<file path="src/rtl/slow_window_ctrl_pkg.sv">
// rtl/slow_window_ctrl_pkg.sv - shared state encoding and timing defaults for the slow window controller
package slow_window_ctrl_pkg;

   typedef enum logic [1:0] {
      ST_IDLE    = 2'd0,
      ST_SWITCH  = 2'd1,
      ST_HOLD    = 2'd2,
      ST_RELEASE = 2'd3
   } state_t;

   localparam int TICK_DIV_DEFAULT = 4096;
   localparam int TICK_W_DEFAULT   = 12;

endpackage

</file>
<file path="src/rtl/slow_tick_prescaler.sv">
// rtl/slow_tick_prescaler.sv - free-running tick prescaler with enable and synchronous clear
module slow_tick_prescaler
   import slow_window_ctrl_pkg::*;
#(
   parameter int TICK_DIV = TICK_DIV_DEFAULT,
   parameter int TICK_W   = TICK_W_DEFAULT
) (
   input  logic i_clk,
   input  logic i_rst,
   input  logic i_en,
   input  logic i_clr,
   output logic o_tick
);

   logic [TICK_W-1:0] r_presc;
   logic              w_wrap;

   assign w_wrap = (r_presc == TICK_W'(TICK_DIV - 1));

   always_ff @(posedge i_clk or posedge i_rst) begin
      if (i_rst) begin
         r_presc <= '0;
      end else if (i_clr) begin
         r_presc <= '0;
      end else if (i_en) begin
         r_presc <= w_wrap ? '0 : r_presc + TICK_W'(1);
      end
   end

   // A clear restarts the period, so it suppresses any tick in the same cycle.
   assign o_tick = i_en & ~i_clr & w_wrap;

endmodule

</file>
<file path="src/rtl/slow_window_ctrl.sv">
// rtl/slow_window_ctrl.sv - sequences CPU slow-down around accesses to legacy peripherals
module slow_window_ctrl
   import slow_window_ctrl_pkg::*;
#(
   parameter int TICK_DIV = TICK_DIV_DEFAULT,
   parameter int TICK_W   = TICK_W_DEFAULT
) (
   input  logic       CLK,
   input  logic       POR,
   input  logic       BACT,
   input  logic       IACKCS,
   input  logic       VIACS,
   input  logic       IWMCS,
   input  logic       SCCCS,
   input  logic       SCSICS,
   input  logic       SndCS,
   input  logic       SlowIACK,
   input  logic       SlowVIA,
   input  logic       SlowIWM,
   input  logic       SlowSCC,
   input  logic       SlowSCSI,
   input  logic       SlowSnd,
   input  logic       SlowClockGate,
   input  logic [3:0] SlowTimeout,
   input  logic       SlowAck,
   output logic       SlowReq,
   output logic       SlowWait,
   output logic       ClockGate,
   output logic       SlowActive
);

   state_t     r_state;
   state_t     w_state_nxt;
   logic [3:0] r_cnt;
   logic [3:0] w_cnt_nxt;
   logic       r_hit;
   logic       r_clock_gate;
   logic       w_hit;
   logic       w_hit_start;
   logic       w_tick;
   logic       w_presc_en;
   logic       w_presc_clr;

   assign w_hit = BACT & |({IACKCS, VIACS, IWMCS, SCCCS, SCSICS, SndCS} &
                           {SlowIACK, SlowVIA, SlowIWM, SlowSCC, SlowSCSI, SlowSnd});
   assign w_hit_start = w_hit & ~r_hit;

   assign w_presc_en  = (r_state == ST_HOLD);
   assign w_presc_clr = ((r_state == ST_SWITCH) & SlowAck) |
                        ((r_state == ST_HOLD) & w_hit_start);

   slow_tick_prescaler #(
      .TICK_DIV (TICK_DIV),
      .TICK_W   (TICK_W)
   ) u_prescaler (
      .i_clk  (CLK),
      .i_rst  (POR),
      .i_en   (w_presc_en),
      .i_clr  (w_presc_clr),
      .o_tick (w_tick)
   );

   always_comb begin
      w_state_nxt = r_state;
      w_cnt_nxt   = r_cnt;
      case (r_state)
         ST_IDLE: begin
            if (w_hit) begin
               w_state_nxt = ST_SWITCH;
               w_cnt_nxt   = SlowTimeout;
            end
         end
         ST_SWITCH: begin
            if (SlowAck) begin
               w_state_nxt = ST_HOLD;
            end
         end
         ST_HOLD: begin
            if (w_hit_start) begin
               w_cnt_nxt = SlowTimeout;
            end else if (w_tick && (r_cnt != 4'd0)) begin
               w_cnt_nxt = r_cnt - 4'd1;
            end
            // An access still in flight keeps the window open even once expired.
            if ((r_cnt == 4'd0) && !w_hit) begin
               w_state_nxt = ST_RELEASE;
            end
         end
         ST_RELEASE: begin
            if (!SlowAck) begin
               w_state_nxt = ST_IDLE;
            end
         end
         default: begin
            w_state_nxt = ST_IDLE;
         end
      endcase
   end

   always_ff @(posedge CLK or posedge POR) begin
      if (POR) begin
         r_state      <= ST_IDLE;
         r_cnt        <= 4'd0;
         r_hit        <= 1'b0;
         r_clock_gate <= 1'b0;
      end else begin
         r_state      <= w_state_nxt;
         r_cnt        <= w_cnt_nxt;
         r_hit        <= w_hit;
         r_clock_gate <= SlowClockGate & (w_state_nxt == ST_HOLD);
      end
   end

   assign SlowReq    = (r_state == ST_SWITCH) | (r_state == ST_HOLD);
   assign SlowWait   = w_hit & (r_state != ST_HOLD);
   assign ClockGate  = r_clock_gate;
   assign SlowActive = (r_state == ST_HOLD);

endmodule
</file>
<file path="config.mk">
export PLATFORM = sky130hd
export DESIGN_NAME = slow_window_ctrl
export DESIGN_NICKNAME = d
export VERILOG_FILES = /design/src/rtl/slow_window_ctrl_pkg.sv /design/src/rtl/slow_tick_prescaler.sv /design/src/rtl/slow_window_ctrl.sv
export SDC_FILE = /design/constraint.sdc
export NUM_CORES = 1
export LEC_CHECK = 0
export CAP_MARGIN = 20
export CORE_MARGIN = 2
export CORE_UTILIZATION = 28
export CTS_CLUSTER_DIAMETER = 40
export DETAILED_ROUTE_END_ITERATION = 7
export SLEW_MARGIN = 20
export SYNTH_ARGS = -nofsm -noshare
export SYNTH_HDL_FRONTEND = slang
export SYNTH_SLANG_ARGS = --single-unit
</file>
<file path="constraint.sdc">
create_clock -name CLK -period 3 [get_ports CLK]
set_input_delay 0.45 -clock CLK [delete_from_list [all_inputs] [get_ports CLK]]
set_output_delay 0.45 -clock CLK [all_outputs]
set_load 0.1 [all_outputs]
</file>
==> out/qor.json <==
{
  "critical_path.most_common_cell": {"value": "nand4_1"},
  "slowest_cell_on_the_critical_path": {"value": "or4_4"},
  "worst_ir_drop_vdd": {"value": 0.428, "unit": "mV"},
  "drt_iter0_markers": {"value": 62},
  "timing.critical_path.cells": {"value": "ha_1 > nand4_1 > or4_4 > or3_4 > or4_1 > nand4_1"},
  "synth_register_bits": {"value": 20},
  "clkSinkCount": {"value": 20},
  "post_synth_design_cell_area": {"value": 1290, "unit": "µm²"},
  "ys.flop_type": {"value": "dfrtp_1"},
  "avg_cell_area_syn": {"value": 8.84, "unit": "µm²"},
  "main_area_contributors_after_synthesis": {"value": "dfrtp_1 39%, ha_1 6.8%, a22o_1 6.1%"},
  "initial_utilization": {"value": 29.5, "unit": "%"},
  "worstSetupEndpointType": {"value": "flip-flop"},
  "die_area": {"value": 5170, "unit": "µm²"},
  "critPathKind": {"value": "flip-flop to flip-flop"},
  "place_area": {"value": 1620, "unit": "µm²"},
  "synth_warnings": {"value": 0},
  "min_period": {"value": 2.29, "unit": "ns"},
  "power.density": {"value": 828, "unit": "nW/µm²"},
  "insertedDiodeCount": {"value": 0},
  "async_flop_share": {"value": 100, "unit": "%"},
  "clk_latency": {"value": 0.26, "unit": "ns"},
  "ios": {"value": 25},
  "cts_made_buffers": {"value": 3},
  "synth-edff-count": {"value": 0},
  "syn_inst": {"value": 146},
  "post-cts-setup-buffers": {"value": 0},
  "fillerInstances": {"value": 433},
  "core_region_area": {"value": 4380, "unit": "µm²"},
  "synth.top_cell.area_share": {"value": 38.8, "unit": "%"},
  "maxSlewViolCount": {"value": 0},
  "detail_route.first_pass.iterations": {"value": 4},
  "post_synth_most_frequent_cells": {"value": "20 x dfrtp_1, 14 x o21ai_0, 12 x nor2_1, 11 x inv_1, 11 x nand2_1"},
  "worstPathArrival": {"value": 2.49, "unit": "ns"},
  "final.setup_skew": {"value": 0.00897, "unit": "ns"},
  "worstPathBufferInverterCount": {"value": 0},
  "status": {"value": "finished, final reports clean"},
  "crit_required": {"value": 3.20, "unit": "ns"},
  "clockBufferDepth": {"value": 2},
  "grt_max_degree": {"value": 21},
  "postRouteAntennaNets": {"value": 0},
  "ctsRootBufferMaster": {"value": "clkbuf_8"},
  "critPathMaxFanout": {"value": 4},
  "half_perimeter_wire_length_after_placement": {"value": 2.23, "unit": "mm"},
  "finalNetCount": {"value": 203},
  "critical_path.startpoint_type": {"value": "flip-flop"},
  "timing.max_cap.violations": {"value": 0},
  "drt-wirelength-per-cell": {"value": 13.0, "unit": "µm"},
  "critPathMaxStageDelay": {"value": 0.48, "unit": "ns"},
  "netlist.top_cell.by_area": {"value": "dfrtp_1"},
  "power_leakage": {"value": 0.690, "unit": "nW"},
  "post-layout-total-power": {"value": 1.38, "unit": "mW"},
  "die_width": {"value": 71.9, "unit": "µm"},
  "antenna_found_initial": {"value": 0},
  "gp_routability_congestion": {"value": 0.843},
  "global_route.overflow_total": {"value": 0},
  "setup_tns": {"value": 0, "unit": "ns"},
  "postRouteWirelength": {"value": 2.93, "unit": "mm"},
  "slew_of_the_pin_with_the_lowest_slew_margin": {"value": 0.766, "unit": "ns"},
  "report.final.setup_viol": {"value": 0},
  "finalHoldViolations": {"value": 0},
  "drc": {"value": 0},
  "drive_above_1_share": {"value": 12.1, "unit": "%"},
  "hold_class": {"value": "flip-flop to flip-flop"},
  "path_clk_slew": {"value": 0.08, "unit": "ns"},
  "fp.dieH": {"value": 71.9, "unit": "µm"},
  "hold_buffers": {"value": 0},
  "final_cell_area": {"value": 1670, "unit": "µm²"},
  "synth_sequential_area_ratio": {"value": 38.8, "unit": "%"},
  "syn_to_final_growth": {"value": 29.5, "unit": "%"},
  "final_cycle_share": {"value": 76.5, "unit": "%"},
  "place.port_buffers": {"value": 24},
  "detailroute.via_count": {"value": 1185},
  "grt_pass1_vias": {"value": 1132},
  "postCtsResizedCells": {"value": 0},
  "routed_via_density": {"value": 5.24},
  "timing.max_slew.rel_slack": {"value": 48.9, "unit": "%"},
  "h_tree_depth": {"value": 1},
  "fp-row-count": {"value": 24},
  "grt_pass1_wl": {"value": 5.10, "unit": "mm"},
  "cts_tree": {"value": "built"},
  "top_family_by_delay_on_critical_path": {"value": "simple AND/OR/NAND/NOR gates"},
  "setup_repair_after_global_routing_missed_its_margin": {"value": "no"},
  "cell_with_the_most_instances_after_synthesis": {"value": "dfrtp_1"},
  "synth_fp_nets": {"value": 174},
  "ys_types": {"value": 37},
  "grt.total_usage": {"value": 12.2, "unit": "%"},
  "fmax": {"value": 436, "unit": "MHz"}
}
-- kinds of logic (layout without fill, tap and decap cells) --
kind of cell / after synthesis / after routing / share of synthesized area, %
compound gates: 41 / 41 / 22.0
fa+ha+maj: 7 / 7 / 6.78
buf+inv: 15 / 43 / 4.36
flops: 20 / 20 / 38.8
mux: 4 / 4 / 3.20
simple gates: 59 / 59 / 24.9
-- final cells by class --
type                       count  area (µm²)  area share, %
tap                           52        65.1           3.89
sequential                    20         500           29.9
inverter                      11        41.3           2.47
timing repair buffer          28         273           16.3
multi-input combinational    111         737           44.1
clock buffer                   4        55.1           3.29
-- stage by stage --
| stage | utilization (%) | worst slack [ns] | hold slack (ns) | instances |
|---|---|---|---|---|
| 2_1_floorplan | - | 0.397 | 0.414 | 146 |
| 3_3_place_gp | 36.9 | 0.534 | 0.521 | 222 |
| 3_5_place_dp | 36.9 | 0.562 | 0.514 | 222 |
| 4_1_cts | 38.1 | 0.695 | 0.527 | 226 |
| 5_1_grt | 38.1 | 0.569 | 0.548 | 226 |
| 6_report | 38.1 | 0.706 | 0.527 | 226 |
-- layout by cell type (no fill, tap or decap), types with 2 or more instances in the layout --
cell             synthesis  layout
dfrtp_1                 20      20
buf_4                    0       7
or2_2                    2       2
nor4_1                   4       4
a21oi_1                  4       4
a221o_1                  3       3
a22o_1                   9       9
mux2i_1                  3       3
nor2_1                  12      11
ha_1                     7       7
inv_1                   11      11
clkdlybuf4s50_1          0      20
or4_1                    2       2
nor2b_1                  3       3
nor3_1                   6       6
nand2b_1                 2       2
nand2_1                 11      11
nand4_1                  3       3
o31ai_1                  3       3
clkbuf_8                 0       4
nand3_1                  5       5
o21ai_0                 14      14
a21o_1                   2       2
-- metal layers --
layer	part of all wire (%)	up-vias	GRT usage (%)
met1	50	559	17.1
met2	43	25	19.4
met5	0	-	0
met4	1.1	0	3.14
li1	-	596	-
met3	5.3	5	2.50
-- registers in the layout, indices dropped and copies added (netlist names) --
register / cells
u_prescaler.r_presc: 12
r_cnt: 4
r_state: 2
ClockGate: 1
r_hit: 1
-- worst paths after layout --
| kind | startpoint | to | slack, ns | cells past startpoint |
|---|---|---|---|---|
| max in group asynchronous | POR | u_prescaler.r_presc[5]$_DFFE_PP0P_ | 1.88 | 2 |
| worst min register to register | u_prescaler.r_presc[8]$_DFFE_PP0P_ | u_prescaler.r_presc[8]$_DFFE_PP0P_ | 0.53 | 1 |
| worst min-delay path | u_prescaler.r_presc[8]$_DFFE_PP0P_ | u_prescaler.r_presc[8]$_DFFE_PP0P_ | 0.53 | 1 |
| worst max register to register | u_prescaler.r_presc[0]$_DFFE_PP0P_ | r_cnt[2]$_DFFE_PP0P_ | 0.71 | 6 |
| min in group asynchronous | POR | r_cnt[1]$_DFFE_PP0P_ | 0.63 | 2 |
| worst max-delay path | u_prescaler.r_presc[0]$_DFFE_PP0P_ | r_cnt[2]$_DFFE_PP0P_ | 0.71 | 6 |
-- where the power goes --
part           internal, mW  switching [mW]  total, mW
Clock                 0.117          0.0925      0.209
Combinational         0.266           0.506      0.773
Sequential            0.336          0.0660      0.402
(Power assumes the default switching activity.)
==> RTL change 1, RTL diff (same settings) <==
Change the package constant `TICK_DIV_DEFAULT` from 4096 to 2048.
--- a/src/rtl/slow_window_ctrl_pkg.sv
+++ b/src/rtl/slow_window_ctrl_pkg.sv
@@ -8,7 +8,7 @@
       ST_RELEASE = 2'd3
    } state_t;
 
-   localparam int TICK_DIV_DEFAULT = 4096;
+   localparam int TICK_DIV_DEFAULT = 2048;
    localparam int TICK_W_DEFAULT   = 12;
 
 endpackage
Function: same outputs for any inputs over 10 cycles, from zero or initial values; that may be too few to reach the edited logic, so the function may still have changed.
==> RTL change 1 against the unedited design <==
  * Wire length is 1.6% lower
  * Cell area is 1.6% higher
  * Area after synthesis increased by 2.9%
  * Worst setup slack better by 63 ps
  * Cell count is 2.7% lower
  * Sequential cell count unchanged
  * Total power grew 0.74%
  * Critical path depth stayed put
  * Register-to-register slack gained 230 ps
  * Synthesized cell count down 3.4%
  * Largest power group unchanged
==> RTL change 1: results (changes against the unedited design) <==
Parameter                              Value

Critical path
  Worst flop-to-flop path endpoint    u_prescaler.r_presc[5]$_DFFE_PP0P_ (was r_cnt[2]$_DFFE_PP0P_)
  Arrival @ worst endpoint    2380 ps (was 2490 ps)
  Worst flop-to-flop path startpoint    r_state[0]$_DFF_PP0_ (was u_prescaler.r_presc[0]$_DFFE_PP0P_)
  Largest fanout on the critical path    8 (was 4)

Detailed routing
  Overall routed net length    2.879 mm (was 2.927 mm)
  Number of vias after detailed routing    1,121 (was 1,185)
  Starting DRC count in detailed routing    53 (was 62)

GRT
  First-pass GRT wire length    4.905 mm (was 5.099 mm)
  Overall track demand over capacity in global routing    11.64% (was 12.25%)
  Via count of the first global-routing pass    1,154 (was 1,132)

Yosys
  Syn avg cell area    9.424 um^2 (was 8.844 um^2)
  Top cells by count, synth    sky130_fd_sc_hd__dfrtp_1 (20), sky130_fd_sc_hd__nand2_1 (14), sky130_fd_sc_hd__a21oi_1 (10), sky130_fd_sc_hd__inv_1 (10), sky130_fd_sc_hd__nand3_1 (9) (was sky130_fd_sc_hd__dfrtp_1 (20), sky130_fd_sc_hd__o21ai_0 (14), sky130_fd_sc_hd__nor2_1 (12), sky130_fd_sc_hd__inv_1 (11), sky130_fd_sc_hd__nand2_1 (11))
  Share of the yosys chip area belonging to registers    37.66% (was 38.76%)
  Fraction of synthesized cell area taken by the top area cell type    37.66% (was 38.76%)
  Ranking of synthesized cells by area    sky130_fd_sc_hd__dfrtp_1 (38%), sky130_fd_sc_hd__ha_1 (6.6%), sky130_fd_sc_hd__a22oi_4 (4.8%) (was sky130_fd_sc_hd__dfrtp_1 (39%), sky130_fd_sc_hd__ha_1 (6.8%), sky130_fd_sc_hd__a22o_1 (6.1%))
  Synthesized net count    169 (was 174)
  Synth unique cells    36 (was 37)

Pwr
  Leakage power    0.6878 nW (was 0.6904 nW)
  Maximum VDD drop    0.0002979 V (was 0.0004280 V)

Final layout
  Layout cells sized above 1    12.05% (was 12.07%)
  Total number of nets in the final design    195 (was 203)
  Number of standard cells in the layout, taps in and fillers out    220 (was 226)
  Fill count    470 (was 433)

Status
  Outcome    finished, final reports clean (unchanged)

Timing
  Hold slack final    491.1 ps (was 526.6 ps)

Worst hold path
  Worst Hold Launch    u_prescaler.r_presc[9]$_DFFE_PP0P_ (was u_prescaler.r_presc[8]$_DFFE_PP0P_)
  Destination of the worst hold path    u_prescaler.r_presc[9]$_DFFE_PP0P_ (was u_prescaler.r_presc[8]$_DFFE_PP0P_)

Placement
  GP Congestion    0.7871 (was 0.8428)
  HPWL reported at the end of detailed placement    2.259 mm (was 2.233 mm)
## RTL change 1: cell count changes in the layout (fill, tap and decap cells not counted), sizes merged, moves of 3 or more
cell   change
or4        -3
a21oi      +6
nand3      +3
mux2       +3
buf        -4
o21ai      -6
a22oi      +3
a22o      -10
nand2      +3
o22a       +4
a221o      -3
nor2       -4
nor4       -4
## RTL change 1: worst max path at each step
stage / from / endpoint / cells after the start
CTS: SndCS / r_cnt[1]$_DFFE_PP0P_ / 6
detailed placement: SCCCS / r_cnt[1]$_DFFE_PP0P_ / 6
global route: SCCCS / r_cnt[2]$_DFFE_PP0P_ / 6
global placement: SndCS / r_cnt[3]$_DFFE_PP0P_ / 6
floorplan: r_state[0]$_DFF_PP0_ / SlowWait / 3
finish: SCCCS / r_cnt[1]$_DFFE_PP0P_ / 6
## RTL change 1: where the power goes
group	switching (mW)	internal, mW	total, mW
clock network	0.0963	0.178	0.274
registers	0.0723	0.343	0.415
logic	0.470	0.235	0.705
total	0.638	0.756	1.39
## RTL change 1: critical path, cell delays in order
cell and delay, ps:
sky130_fd_sc_hd__clkdlybuf4s50_1 440, sky130_fd_sc_hd__a22oi_4 230, sky130_fd_sc_hd__a311oi_4 170, sky130_fd_sc_hd__nor2b_1 480
sky130_fd_sc_hd__mux2_2 400, sky130_fd_sc_hd__o22a_1 190
## RTL change 1: per-stage QoR
stage	utilization, %	instance area (um^2)	power, mW	setup slack [ps]
2_1_floorplan	-	1329	0.9640	42.66
3_3_place_gp	34.90	1627	1.122	527.1
3_5_place_dp	34.90	1627	1.126	513.7
4_1_cts	36.43	1698	1.405	787.1
5_1_grt	36.43	1698	1.498	686.8
6_report	36.43	1698	1.395	769.4
## RTL change 1: layout make-up
class | instances | area (um^2) | share of cell area (%)
tap | 54 | 67.56 | 3.979
timing repair buffer | 24 | 242.7 | 14.30
sequential | 20 | 500.5 | 29.48
clock buffer | 3 | 41.29 | 2.432
clock inverter | 1 | 30.03 | 1.769
multi-input combinational | 108 | 778.2 | 45.84
inverter | 10 | 37.54 | 2.211
## RTL change 1: cells by family (layout without fill, tap and decap cells)
kind of cell               count (synthesis)  in the layout  share of synthesized area [%]
AOI/OAI and AO/OA                         39             39                          23.63
adders and majority gates                  7              7                          6.591
buffers and inverters                     13             38                          3.767
DFF                                       20             20                          37.66
muxes                                      7              7                          5.650
and+or+nand+nor                           55             55                          22.69
## RTL change 1: layer usage
metal	track usage (%)	wire length, um	vias up
met5	0	0	-
met3	1.657	131	0
li1	-	-	567
met4	3.086	0	0
met1	15.82	1366	525
met2	19.39	1381	29
==> RTL change 2, RTL diff (config.mk and constraints unchanged) <==
Without the edit above. The 4 states of `state_t` get a Gray code encoding in 2 bits.
--- a/src/rtl/slow_window_ctrl_pkg.sv
+++ b/src/rtl/slow_window_ctrl_pkg.sv
@@ -2,10 +2,10 @@
 package slow_window_ctrl_pkg;
 
    typedef enum logic [1:0] {
-      ST_IDLE    = 2'd0,
-      ST_SWITCH  = 2'd1,
-      ST_HOLD    = 2'd2,
-      ST_RELEASE = 2'd3
+      ST_IDLE    = 2'b00,
+      ST_SWITCH  = 2'b01,
+      ST_HOLD    = 2'b11,
+      ST_RELEASE = 2'b10
    } state_t;
 
    localparam int TICK_DIV_DEFAULT = 4096;
Behaviour: no difference found for any inputs over 10 cycles, from zero or initial values; not proved beyond that.
==> RTL change 2 against the unedited design <==
  * Sequential cell count unchanged
  * Wire length down 23%
  * Critical path type is now in2out
  * Sequential power up 2%
  * Highest routed layer unchanged
  * Cell count down 14%
  * Die area down 11%
  * Worst setup slack worse by 160 ps
  * Total power down 15%
  * Count of clock-buffer cells in the layout unchanged
  * Sequential share of layout area up 3.9 points
  * Area after synthesis down 12%
  * Cell area down 12%
==> RTL change 2: results (changes against the unedited design) <==
Parameter                              Value

Yosys
  Syn avg cell area    9.568 um^2 (was 8.844 um^2)
  Post-Synth Adder-Cell Area    3.297% (was 6.783%)
  Share of cell area taken by muxes after synthesis    3.626% (was 3.198%)
  Top cells by count, synth    sky130_fd_sc_hd__dfrtp_1 (20), sky130_fd_sc_hd__nor2_1 (17), sky130_fd_sc_hd__nand2_1 (12), sky130_fd_sc_hd__inv_1 (11) (was sky130_fd_sc_hd__dfrtp_1 (20), sky130_fd_sc_hd__o21ai_0 (14), sky130_fd_sc_hd__nor2_1 (12), sky130_fd_sc_hd__inv_1 (11), sky130_fd_sc_hd__nand2_1 (11))
  Synthesized-area fraction occupied by xor and xnor cells    7.692% (was 0%)
  Share of the yosys chip area belonging to registers    43.96% (was 38.76%)
  Compound-Gate Fraction of Synth Area    15.27% (was 22.00%)
  Synth unique cells    40 (was 37)
  Synthesized net count    143 (was 174)

Worst hold path
  Number of cells on the worst hold path    2 (was 1)

Placement
  HPWL reported at the end of detailed placement    1.813 mm (was 2.233 mm)
  Post-Place Setup Slack    394.8 ps (was 562.5 ps)
  GP Congestion    0.8401 (was 0.8428)
  Total placed instance area    1423 um^2 (was 1617 um^2)

Pwr
  Leakage power    0.6710 nW (was 0.6904 nW)
  Maximum VDD drop    0.0003116 V (was 0.0004280 V)

Final layout
  Layout cells sized above 1    11.72% (was 12.07%)
  Total number of nets in the final design    170 (was 203)
  Fill count    382 (was 433)

GRT
  Via count of the first global-routing pass    942 (was 1,132)
  Global routing usage on met3    3.167% (was 2.500%)
  Overall track demand over capacity in global routing    11.69% (was 12.25%)
  Met2 Track Usage GR    21.57% (was 19.44%)

Critical path
  CP endpoint    SlowWait (was r_cnt[2]$_DFFE_PP0P_)
  Register-to-Register Path Depth    5 (was 6)
  Worst flop-to-flop path startpoint    u_prescaler.r_presc[5]$_DFFE_PP0P_ (was u_prescaler.r_presc[0]$_DFFE_PP0P_)
  Minimum setup slack among reg-to-reg paths    930 ps (was 710 ps)
  Kind of cell with the highest combined delay on the critical path    compound AO/OA/AOI/OAI gates (was simple AND/OR/NAND/NOR gates)
  Largest fanout on the critical path    5 (was 4)
  Max stage delay on crit path    540 ps (was 480 ps)
  Arrival @ worst endpoint    2000 ps (was 2490 ps)

Detailed routing
  Number of vias after detailed routing    916 (was 1,185)
  Starting DRC count in detailed routing    32 (was 62)

Timing
  Post-layout minimum cycle time    2453 ps (was 2294 ps)
  Maximum clock skew at final layout    5.079 ps (was 8.966 ps)
  Slew @ Worst Pin    744.8 ps (was 766.2 ps)

Status
  Outcome    finished, final reports clean (unchanged)
==> RTL change 2: cell types whose count changed after synthesis, sizes merged, moves of 3 or more <==
cell / change
a221o: -3
a22o: -7
ha: -4
nand3: -3
nor2: +5
nor2b: -3
nor3: -5
nor4: -3
o21ai: -11
or4: -3
xnor2: +5
xor2: +5
==> RTL change 2: worst min path at each step <==
stage                                   startpoint                             endpoint  slack, ps
6_report       u_prescaler.r_presc[11]$_DFFE_PP0P_  u_prescaler.r_presc[11]$_DFFE_PP0P_        560
5_1_grt        u_prescaler.r_presc[10]$_DFFE_PP0P_  u_prescaler.r_presc[10]$_DFFE_PP0P_        590
4_1_cts                       r_cnt[3]$_DFFE_PP0P_                 r_cnt[3]$_DFFE_PP0P_        570
3_5_place_dp    u_prescaler.r_presc[8]$_DFFE_PP0P_   u_prescaler.r_presc[8]$_DFFE_PP0P_        550
3_3_place_gp   u_prescaler.r_presc[10]$_DFFE_PP0P_  u_prescaler.r_presc[10]$_DFFE_PP0P_        540
2_1_floorplan                                  POR                  ClockGate$_DFF_PP0_        410
==> RTL change 2: metal layers <==
| metal | wire length, um | up-vias | part of all wire (%) |
|---|---|---|---|
| met4 | 10 | 0 | 0.44 |
| met2 | 1124 | 16 | 50 |
| met5 | 0 | - | 0 |
| met1 | 1025 | 433 | 45 |
| met3 | 103 | 2 | 4.5 |
| li1 | - | 465 | - |
==> RTL change 2: layout make-up <==
type	count	area share [%]
inverters	11	2.794
flip-flops and latches	20	33.87
clock buffers	4	3.726
repair buffers	25	16.93
multi-input cells	85	38.44
well taps	50	4.234
==> RTL change 2: report_power, final <==
part | total [mW] | switching, mW | internal (mW)
Sequential | 0.411 | 0.0748 | 0.336
Clock | 0.198 | 0.0815 | 0.117
Combinational | 0.563 | 0.354 | 0.208
